$ cat src/rtl/store_buffer.sv
// Posted-write store buffer between the CPU data port and data memory.
// Stores drain in program order; loads that hit a buffered word wait for a full drain.
module store_buffer #(
    parameter int DEPTH  = 4,
    parameter int ADDR_W = 32,
    parameter int DATA_W = 32
) (
    input  logic                  clk,
    input  logic                  reset,
    input  logic                  cpu_req,
    input  logic                  cpu_we,
    input  logic [ADDR_W-1:0]     cpu_addr,
    input  logic [DATA_W-1:0]     cpu_wdata,
    input  logic [DATA_W/8-1:0]   cpu_wmask,
    output logic                  cpu_ready,
    output logic [DATA_W-1:0]     cpu_rdata,
    input  logic                  cpu_flush,
    output logic                  flush_done,
    output logic                  mem_req,
    output logic                  mem_we,
    output logic [ADDR_W-1:0]     mem_addr,
    output logic [DATA_W-1:0]     mem_wdata,
    output logic [DATA_W/8-1:0]   mem_wmask,
    input  logic                  mem_ready,
    input  logic [DATA_W-1:0]     mem_rdata
);

    localparam int PTR_W  = (DEPTH > 1) ? $clog2(DEPTH) : 1;
    localparam int CNT_W  = PTR_W + 1;
    localparam int MASK_W = DATA_W / 8;

    typedef enum logic {
        ST_IDLE,
        ST_DRAIN
    } state_t;

    state_t              r_state;
    state_t              w_nextState;

    logic [ADDR_W-1:0]   r_addrMem [DEPTH];
    logic [DATA_W-1:0]   r_dataMem [DEPTH];
    logic [MASK_W-1:0]   r_maskMem [DEPTH];
    logic [DEPTH-1:0]    r_valid;
    logic [PTR_W-1:0]    r_head;
    logic [PTR_W-1:0]    r_tail;
    logic [CNT_W-1:0]    r_count;
    logic                r_flushMode;

    logic                w_empty;
    logic                w_full;
    logic                w_load;
    logic                w_store;
    logic                w_hit;
    logic                w_enq;
    logic                w_deq;
    logic                w_setFlush;

    logic                w_cpuReady;
    logic [DATA_W-1:0]   w_cpuRdata;
    logic                w_flushDone;
    logic                w_memReq;
    logic                w_memWe;
    logic [ADDR_W-1:0]   w_memAddr;
    logic [DATA_W-1:0]   w_memWdata;
    logic [MASK_W-1:0]   w_memWmask;

    assign w_empty = (r_count == '0);
    assign w_full  = (r_count == CNT_W'(DEPTH));
    assign w_load  = cpu_req & ~cpu_we;
    assign w_store = cpu_req & cpu_we;

    // Word-granular match against every occupied slot; byte masks are ignored.
    always_comb begin
        w_hit = 1'b0;
        for (int i = 0; i < DEPTH; i++) begin
            if (r_valid[i] && (r_addrMem[i][ADDR_W-1:2] == cpu_addr[ADDR_W-1:2])) begin
                w_hit = 1'b1;
            end
        end
    end

    always_ff @(posedge clk or negedge reset) begin
        if (!reset) begin
            r_state     <= ST_IDLE;
            r_flushMode <= 1'b0;
        end else begin
            r_state     <= w_nextState;
            r_flushMode <= (r_state == ST_DRAIN) ? (r_flushMode | cpu_flush) : w_setFlush;
        end
    end

    always_comb begin
        w_nextState = r_state;
        w_setFlush  = 1'b0;
        w_enq       = 1'b0;
        w_cpuReady  = 1'b0;
        w_cpuRdata  = '0;
        w_flushDone = 1'b0;
        w_memReq    = 1'b0;
        w_memWe     = 1'b0;
        w_memAddr   = '0;
        w_memWdata  = '0;
        w_memWmask  = '0;

        case (r_state)
            ST_IDLE: begin
                if (w_store && !w_full) begin
                    w_enq      = 1'b1;
                    w_cpuReady = 1'b1;
                end
                // A missing load owns the memory port; otherwise the head drains.
                if (w_load && !w_hit) begin
                    w_memReq  = 1'b1;
                    w_memAddr = cpu_addr;
                    if (mem_ready) begin
                        w_cpuReady = 1'b1;
                        w_cpuRdata = mem_rdata;
                    end
                end else if (!w_empty) begin
                    w_memReq   = 1'b1;
                    w_memWe    = 1'b1;
                    w_memAddr  = r_addrMem[r_head];
                    w_memWdata = r_dataMem[r_head];
                    w_memWmask = r_maskMem[r_head];
                end
                if (cpu_flush && w_empty) begin
                    w_flushDone = 1'b1;
                end
                if (!w_empty && ((w_load && w_hit) || cpu_flush)) begin
                    w_nextState = ST_DRAIN;
                    w_setFlush  = cpu_flush;
                end
            end
            ST_DRAIN: begin
                if (!w_empty) begin
                    w_memReq   = 1'b1;
                    w_memWe    = 1'b1;
                    w_memAddr  = r_addrMem[r_head];
                    w_memWdata = r_dataMem[r_head];
                    w_memWmask = r_maskMem[r_head];
                end else begin
                    w_nextState = ST_IDLE;
                    w_flushDone = r_flushMode | cpu_flush;
                end
            end
            default: w_nextState = ST_IDLE;
        endcase
    end

    assign w_deq = w_memReq & w_memWe & mem_ready;

    always_ff @(posedge clk or negedge reset) begin
        if (!reset) begin
            r_head  <= '0;
            r_tail  <= '0;
            r_count <= '0;
            r_valid <= '0;
            for (int i = 0; i < DEPTH; i++) begin
                r_addrMem[i] <= '0;
                r_dataMem[i] <= '0;
                r_maskMem[i] <= '0;
            end
        end else begin
            // Enqueue and dequeue never target the same slot: that would need count 0 and DEPTH at once.
            if (w_enq) begin
                r_addrMem[r_tail] <= cpu_addr;
                r_dataMem[r_tail] <= cpu_wdata;
                r_maskMem[r_tail] <= cpu_wmask;
                r_valid[r_tail]   <= 1'b1;
                r_tail            <= r_tail + PTR_W'(1);
            end
            if (w_deq) begin
                r_valid[r_head] <= 1'b0;
                r_head          <= r_head + PTR_W'(1);
            end
            case ({w_enq, w_deq})
                2'b10:   r_count <= r_count + CNT_W'(1);
                2'b01:   r_count <= r_count - CNT_W'(1);
                default: r_count <= r_count;
            endcase
        end
    end

    // Outputs are forced low while reset is held so the port goes quiet immediately.
    assign cpu_ready  = reset & w_cpuReady;
    assign cpu_rdata  = {DATA_W{reset}} & w_cpuRdata;
    assign flush_done = reset & w_flushDone;
    assign mem_req    = reset & w_memReq;
    assign mem_we     = reset & w_memWe;
    assign mem_addr   = {ADDR_W{reset}} & w_memAddr;
    assign mem_wdata  = {DATA_W{reset}} & w_memWdata;
    assign mem_wmask  = {MASK_W{reset}} & w_memWmask;

endmodule

$ cat config.mk
export PLATFORM = sky130hd
export DESIGN_NAME = store_buffer
export DESIGN_NICKNAME = d
export VERILOG_FILES = /design/src/rtl/store_buffer.sv
export SDC_FILE = /design/constraint.sdc
export NUM_CORES = 1
export LEC_CHECK = 0
export CORE_MARGIN = 8
export CORE_UTILIZATION = 56
export DETAILED_ROUTE_END_ITERATION = 8
export PLACE_DENSITY_LB_ADDON = 0.25
export SYNTH_ARGS = -nofsm -noshare
export SYNTH_HDL_FRONTEND = slang
export SYNTH_SLANG_ARGS = --single-unit
$ cat constraint.sdc
create_clock -name clk -period 3.4 [get_ports clk]
set_clock_uncertainty 0.15 [all_clocks]
set_input_delay 0.51 -clock clk [delete_from_list [all_inputs] [get_ports clk]]
set_output_delay 0.51 -clock clk [all_outputs]
set_load 0.02 [all_outputs]
# Yosys cells after proc, flatten, opt, wreduce, memory -nomap -nowiden
# Cells that the tools add are included.
[classes]
eq_ne = 7
shifts = 0
n_addsub = 4
magnitude_cmp = 7
bitwise_logic = 20
n_mux = 56
n_reduce_logical = 18
div_mod_pow = 0
mul = 0
[ops]
columns = ["cell", "n"]
rows = [
  ["32-bit 2-to-1 mux", 12],
  ["128-bit bitwise mux", 2],
  ["32-bit binary-select mux with 2-bit select", 2],
  ["32-bit case mux with 2 select lines", 2],
  ["30-bit equality test", 4],
  ["32-bit bitwise AND", 3],
  ["32-bit demux with 2-bit select", 1],
  ["4-bit 2-to-1 mux", 7],
  ["1-bit 2-to-1 mux", 19],
  ["16-bit bitwise mux", 1],
  ["1-bit logical AND", 12],
  ["1-bit bitwise AND", 8],
  ["4-bit bitwise AND", 2],
  ["4-bit binary-select mux with 2-bit select", 1],
  ["4-bit demux with 2-bit select", 1],
  ["1-bit case mux with 2 select lines", 4],
  ["4-bit case mux with 2 select lines", 1],
  ["3-bit greater-or-equal comparator, second input constant", 2],
  ["2-bit by 3-bit < comparator with 1-bit output, second input constant", 2],
  ["2-bit inverter with 3-bit output", 2],
  ["3-bit case mux with 2 select lines", 1],
  ["2-bit by 1-bit adder with 2-bit output, second input constant", 2],
  ["1-bit demux with 2-bit select", 2],
  ["2-bit by 1-bit greater-or-equal comparator with 1-bit output, second input constant", 2],
  ["other kinds (14)", 17],
]
[totals]
ramBits = 0
latch_bits = 0
n_memories = 0
reg_bits = 285
rom_bits = 0
output_inout_bits = 104

# Depth between registers and ports, before layout
[depth]
ltp_word = 14
mapped_depth = 15

# Worst setup path before layout
# No wires, ideal clock.
[synth_path]
kind = "input to register"
start = "input cpu_addr[2]"
end = "register r_count[2]"
setup_time_ps = 79
setup_slack_ps = 252
n_path_buf = 3
arrival_time_ps = 2918
t_required_ps = 3171
cell_stages = 15
cell_sequence = "buf_2 > xnor2_1 > nand4_1 > nor4_1 > a22oi_1 > and3_4 > buf_6 > buf_6 > nor3_2 > ha_1 > inv_1 > fa_1 > xor2_1 > nor2_1 > xor2_1"
[synth_via]
elab_chain_len = 14
word_cells_on_any_way = 24
classes_between = "eq/ne (6); mux (9); bitwise (2); reduce/logical (7)"
[synth_lines]
columns = ["element", "line_no", "rtl"]
rows = [
  ["start: declaration", "12", "input logic [ADDR_W-1:0] cpu_addr,"],
  ["30-bit equality test", "76", "if (r_valid[i] && (r_addrMem[i][ADDR_W-1:2] == cpu_addr[ADDR_W-1:2])) begin"],
  ["1-bit logical AND", "76", ""],
  ["1-bit 2-to-1 mux (3 in series)", "76", ""],
  ["1-bit 2-to-1 mux (*)", "76", ""],
  ["1-bit zero test (*)", "112", "if (w_load && !w_hit) begin"],
  ["1-bit logical AND (*)", "112", ""],
  ["1-bit 2-to-1 mux", "112", ""],
  ["1-bit case mux with 2 select lines", "105", "case (r_state)"],
  ["1-bit bitwise AND (*) (2 in series)", "150", "assign w_deq = w_memReq & w_memWe & mem_ready;"],
  ["2-bit by 1-bit equality test with 1-bit output or 2-bit equality test (tied branches)", "176", "case ({w_enq, w_deq})"],
  ["3-bit case mux with 2 select lines or 2-bit nonzero test (tied branches)", "--", ""],
  ["end signal: assignment", "177", "2'b10: r_count <= r_count + CNT_W'(1);"],
  ["end signal: assignment", "178", "2'b01: r_count <= r_count - CNT_W'(1);"],
  ["end signal: assignment", "179", "default: r_count <= r_count;"],
  ["end: declaration", "46", "logic [CNT_W-1:0] r_count;"],
]
# Every way passes the cells marked *; elsewhere a longest branch is shown, timed or not.
# A chain may end at the register's enable or synchronous reset.

# Worst setup path in the final report
[layout_path]
start = "input cpu_addr[8]"
end = "output mem_addr[1]"
[layout_via]
elab_chain_len = 11
word_cells_on_any_way = 17
classes_between = "eq/ne (4); mux (6); bitwise (1); reduce/logical (6)"
[layout_lines]
columns = ["element", "line_no", "rtl"]
rows = [
  ["30-bit equality test", "76", ""],
  ["1-bit logical AND", "76", ""],
  ["1-bit 2-to-1 mux (3 in series)", "76", ""],
  ["1-bit 2-to-1 mux (*)", "76", ""],
  ["1-bit zero test (*)", "112", ""],
  ["1-bit logical AND (*)", "112", ""],
  ["32-bit 2-to-1 mux (*)", "112", ""],
  ["32-bit case mux with 2 select lines (*)", "105", ""],
  ["32-bit bitwise AND (*)", "190", "assign mem_addr = {ADDR_W{reset}} & w_memAddr;"],
  ["end: declaration", "21", "output logic [ADDR_W-1:0] mem_addr,"],
]
# Marks and branches as above.

==> impl_metrics.ini <==
[pwr]
internal_power_mw = 11.3
leakage_nw = 9.16
clkPwrFrac_pct = 20.9
p_switching_mw = 5.63
powerDensity_nw_per_um2 = 830
p_comb_share_pct = 42.7
swShare_pct = 33.3
peakVddDrop_mv = 0.638
seqPwrFrac_pct = 36.4
finalPower_mw = 16.9

[routing]
dr.pass1.iters = 5
routed_wl_um = 41600
drtIter0Drc = 583
vias = 10577
drc = 0
antenna_left = 0
via_per_inst = 5.81
wl_per_cell_um = 22.8

[setup_path]
endpoint_kind = primary output
worstPathRequired_ns = 2.74
crit_type = input pin to primary output
slowest_stage = clkdlybuf4s50_1
critPathMaxFanout = 8
path_buf_inv = 6
slowest_delay_ns = 0.42
cp-start-kind = input pin
worst-endpoint-arrival_ns = 3.04
path_cells = clkdlybuf4s50_1 > buf_6 > xnor2_2 > nand4_1 > nor4_2 > a22oi_2 > and3_4 > buf_12 > buf_16 > buf_6 > mux2i_1 > buf_4
cpLargestDelayFamily = buffers and inverters
cp_common_cell = buf_6

[sta]
fin_crit_sh_pct = 109
holdWs_ns = 0.205
worst_pin_slew_ns = 0.905
rsz0062_at_grt = yes
timing.setup.tns_ns = -13.69
timing.final.max_slew_violations = 0
report.final.hold_viol_count = 0
finalCriticalPeriod_ns = 3.70
layout_setup_ws_ns = -0.301
finalSetupViolCount = 103
max_slew_margin_pct = 39.7
timing.fmax_mhz = 270

[floorplanning]
fp.coreArea_um2 = 27600
std_cell_rows = 61
fp.dieW_um = 182
initial_utilization_pct = 56.3
chipHeight_um = 182
num_io_pins = 210
die_area_um2 = 33300

[logic_synthesis]
syn_inst = 1132
yosysSeqAreaShare_pct = 46.0
synth_top_area_share_pct = 46.0
synth_cell_types = 39
syn_area_per_cell_um2 = 13.7
ys.flop_type = dfrtp_1
netlist_area_um2 = 15500
synth-edff-count = 0
synth.net_count = 1248
yosys_register_bits = 285
yosys_warnings = 0
synth_largest_area_cell = dfrtp_1
synthTopCellsByArea = dfrtp_1 (46%), mux2_2 (18%), mux4_2 (9.9%)
async_flop_share_pct = 100

[final_layout]
instances_no_fill = 1822
drive_gt1_share_pct = 50.5
fillers = 1777
fin_nets = 1538
area_growth_pct = 31.4

[worst_hold_path]
hold_path_class = input pin to asynchronous set/reset pin

[status]
violations = setup timing
outcome = finished with violations

[clock_network]
cts_made_buffers = 30
clock_path_buffers = 3
cts_tree = built
cts_max_level = 1
cts.clk_slew.worst_paths_ns = 0.06
root_buffer = clkbuf_16
cts.sinks = 285
clk_latency_ns = 0.57

[global_route]
antenna_found_initial = 2
grt_pass1_vias = 11408
grt_use_total_pct = 24.7
grt_max_degree = 116
grt_first_pass_wirelength_um = 64800
overflow = 0

[place]
hpwlAfterDp_um = 27300
io_buffers = 209
gp_congestion = 0.864
placedCellCount = 1719

[run]
cap_violations = 0
## worst reg2reg max path, delay by kind of cell (launching register included)
| family | cells | cell delay (ns) |
|---|---|---|
| xor+xnor | 3 | 0.47 |
| compound gates | 1 | 0.14 |
| flops | 1 | 0.42 |
| fa+ha+maj | 2 | 0.55 |
| simple gates | 5 | 1.21 |
| buf+inv | 3 | 0.35 |
## power groups by stage
stage               Sequential, mW  Combinational [mW]  Clock [mW]
floorplan                     5.66                4.83           0
global placement              5.98                6.78           0
detailed placement            6.09                6.92           0
CTS                           6.11                7.09        3.58
global route                  6.34                7.65        3.72
finish                        6.16                7.21        3.53
## registers in the layout (all words and copies together), names as in the netlist
signal and count:
r_addrMem 128, r_valid 4, r_state 1, r_tail 2, r_maskMem 16, r_dataMem 128, r_head 2, r_flushMode 1
r_count 3
## final timing paths
check | endpoint | startpoint | slack [ns] | depth (start not counted)
max | mem_addr[1] | cpu_addr[8] | -0.30 | 12
min | r_addrMem[98] | reset | 0.21 | 2
max reg2reg | r_count[2] | r_addrMem[89] | 0.04 | 14
min reg2reg | r_dataMem[59] | r_dataMem[59] | 0.34 | 1
max in group asynchronous | r_addrMem[90] | reset | 1.55 | 4
min in group clk | r_addrMem[103] | cpu_addr[7] | 0.21 | 2
## synth_stat cells (3+ instances only)
library cell  instances
a21oi_1               3
a2bb2oi_1             4
and4_1               32
buf_2                15
buf_4                18
buf_6                20
clkbuf_1             54
dfrtp_1             285
ha_1                  9
inv_1                12
mux2_1               25
mux2_2              247
mux2i_1              33
mux4_2               68
nand2_1              67
nand2_2               4
nand3_1              12
nand4_1              28
nor2_1                5
nor3_1                3
nor3b_2              36
nor4_1                8
o21ai_0               3
xnor2_1             122
## metal layers
| metal | vias up | routed length (um) | track usage, % |
|---|---|---|---|
| met5 | - | 8 | 0 |
| li1 | 4700 | - | - |
| met1 | 5451 | 17100 | 31.1 |
| met4 | 2 | 1540 | 9.68 |
| met2 | 330 | 20400 | 41.1 |
| met3 | 94 | 2440 | 5.43 |
## area by class of cell
type / count / area (um^2) / area share [%]
Multi-Input combinational cell: 728 / 8130 / 39.9
Sequential cell: 285 / 7140 / 35.1
Timing Repair Buffer: 364 / 3480 / 17.1
Clock buffer: 43 / 910 / 4.47
Tap cell: 378 / 473 / 2.32
Clock inverter: 10 / 175 / 0.860
Inverter: 13 / 48.8 / 0.240
Antenna cell: 1 / 2.50 / 0.0123
## through the flow
stage | setup slack (ns) | area [um^2] | util [%]
after floorplan | 0.252 | 15500 | -
after global placement | -0.947 | 18500 | 67.0
after detailed placement | -1.02 | 18500 | 67.0
after CTS | -0.209 | 20100 | 72.8
after global routing | -0.330 | 20400 | 73.9
final | -0.301 | 20400 | 73.9
## timing repair
item	4_1_cts	5_1_grt
endpoints found under the setup margin	105	105
resized for setup	594	65
pin swaps	36	38
hold buffers	1	0
endpoints found under the hold margin	119	0
gates cloned	6	0
setup buffers	32	16
## cells by family after synthesis
family / synth area share (%)
compound gates: 1.01
xor+xnor: 7.01
fa+ha+maj: 0.856
buf+inv: 4.43
flops: 46.0
mux: 31.8
simple gates: 8.90
## layout by cell type, fill, tap and decap left out, types with 30 or more instances in the layout
| cell type | count |
|---|---|
| mux2i_1 | 30 |
| buf_6 | 54 |
| mux4_2 | 68 |
| nor3b_2 | 35 |
| mux2_2 | 247 |
| and4_1 | 30 |
| clkbuf_16 | 30 |
| clkdlybuf4s50_1 | 80 |
| buf_4 | 159 |
| dfrtp_1 | 281 |
| xnor2_1 | 89 |
| nand2_1 | 66 |
Note: power is estimated with default switching activity, not from simulation.
==> RTL change (config.mk and constraints unchanged) <==
Change the parameter `ADDR_W` from 32 to 64.
--- a/src/rtl/store_buffer.sv
+++ b/src/rtl/store_buffer.sv
@@ -4,3 +4,3 @@
     parameter int DEPTH  = 4,
-    parameter int ADDR_W = 32,
+    parameter int ADDR_W = 64,
     parameter int DATA_W = 32
Interface: changed (resized cpu_addr and mem_addr); port bits go from 210 to 274. No check against the original RTL was run, so the function may have changed too.
==> RTL change against the unedited design <==
- the run still ends with negative setup slack left
- total power rose by 85%
- synthesized area rose by 55%
- sequential cell count rose by 128
- non-clock buffer count rose by 463
- clock power rose by 59%
- cell area rose by 65%
- worst hold slack improved by 0.076 ns
- combinational power rose by 130%
- routed wire length rose by 140%
- largest power group unchanged
- worst setup slack got worse by 0.47 ns
==> RTL change: results <==
{
  "max_stage_delay_ns": 0.55,
  "portBuffers": 273,
  "hold_class": "input port to register",
  "violations": "negative setup slack",
  "largestRegisters": "r_addrMem x256, r_dataMem x128, r_maskMem x16",
  "viasPerCell": 6.29,
  "cp_slowest_cell": "or4_4",
  "insertion_delay_ns": 0.60,
  "cts_buffer_depth": 3,
  "grt_pass1_wl_mm": 141,
  "htree_levels": 2,
  "worstPathMaxFanout": 7,
  "status": "finished with violations",
  "critPathTopFamily": "simple AND/OR/NAND/NOR gates",
  "async_reset_ff_share_pct": 100,
  "layout-drive-gt1-share_pct": 49.7,
  "antenna_found_initial": 4,
  "first_iter_violations": 1904,
  "wl_mm": 101,
  "grt_max_degree": 79,
  "synthTopCellsByCount": "dfrtp_1 (413), mux2_2 (371), nand2_1 (185)",
  "dr.pass1.iters": 6,
  "finalSetupViolations": 138,
  "p_int_mw": 19.2,
  "ys_seq_area_share_pct": 42.9,
  "synth_nets": 2145,
  "slew_headroom_pct": 25.2,
  "cp_data_arrival_time_ns": 3.51,
  "place_area_sq_um": 31000,
  "fin_ws_ns": -0.772,
  "vdd_drop_max_mv": 0.795,
  "place.detailed.hpwl_mm": 69.9,
  "ys_types": 56,
  "leakage_nw": 15.2,
  "grt_usage_pct": 38.1,
  "ys_top_cells_by_area": "dfrtp_1 (43%), mux2_2 (17%), mux4_2 (9.4%), xnor2_1 (4.3%), xor2_1 (3.2%)",
  "gp_congestion": 1.09,
  "final_nets": 2847,
  "cts_made_buffers": 46
}
RTL change: cell count changes after synthesis, sizes merged, moves of 32 or more:
cell,change
dfrtp,+128
nand2,+114
mux2,+99
xor2,+85
clkbuf,+81
nand2b,+64
nor4,+37
nand4,+36
nor2b,+36
mux2i,+32
mux4,+32
RTL change: metrics by stage:
step                      cells  TNS [ns]  util, %  setup slack, ns
after floorplan            1997   -0.0722        -          -0.0722
after global placement     3170   -172.60     72.4            -1.56
after CTS                  3275    -82.78     77.2           -0.847
final                      3285    -88.22     78.5           -0.772
after detailed placement   3170   -175.91     72.4            -1.58
after global routing       3285    -93.87     78.5           -0.823
RTL change: final timing paths:
check,startpoint,end,slack (ns),cells after the start
min,cpu_addr[59],r_addrMem[251],0.28,2
max,r_addrMem[12],mem_addr[23],-0.77,12
max in group asynchronous,reset,r_dataMem[70],1.08,5
min in group asynchronous,reset,r_addrMem[68],0.40,3
max reg2reg,r_addrMem[12],r_count[2],-0.69,18
min reg2reg,r_dataMem[96],r_dataMem[96],0.36,1
RTL change: power groups by stage:
stage / clock network (mW) / registers, mW / logic, mW
final: 5.62 / 9.31 / 16.4
after floorplan: 0 / 8.49 / 7.89
after detailed placement: 0 / 9.05 / 15.4
after global routing: 5.84 / 9.45 / 17.0
after CTS: 5.63 / 9.07 / 15.7
after global placement: 0 / 8.81 / 15.1
RTL change: kinds of logic after synthesis:
| family | count (synthesis) | synth area share (%) |
|---|---|---|
| buf+inv | 200 | 3.46 |
| xor+xnor | 206 | 7.50 |
| fa+ha+maj | 10 | 0.551 |
| compound gates | 68 | 1.89 |
| flops | 413 | 42.9 |
| mux | 536 | 29.4 |
| simple gates | 564 | 14.2 |
RTL change: routing by layer:
layer | share of wire, % | track usage (%) | routed length, um
met5 | 0.028 | 0 | 28
met1 | 37 | 46.1 | 37100
met4 | 6.5 | 20.8 | 6570
met2 | 48 | 63.0 | 48700
met3 | 8.1 | 8.40 | 8160
RTL change: layout make-up:
type                            instances  area (sq um)
Multi-Input combinational cell       1384         13500
Sequential cell                       413         10300
Fill cell                            2543          9190
Timing Repair Buffer                  827          7230
Clock buffer                           60          1280
Tap cell                              546           683
Clock inverter                         26           419
Inverter                               27           101
Antenna cell                            2          5.00
RTL change: repair_timing:
| action | 4_1_cts | 5_1_grt |
|---|---|---|
| hold buffers | 2 | 0 |
| resized for setup | 753 | 108 |
| pin swaps | 24 | 42 |
| hold endpoints to repair | 150 | 0 |
| setup endpoints to repair | 138 | 139 |
| cloned | 5 | 6 |
| setup buffers | 12 | 5 |
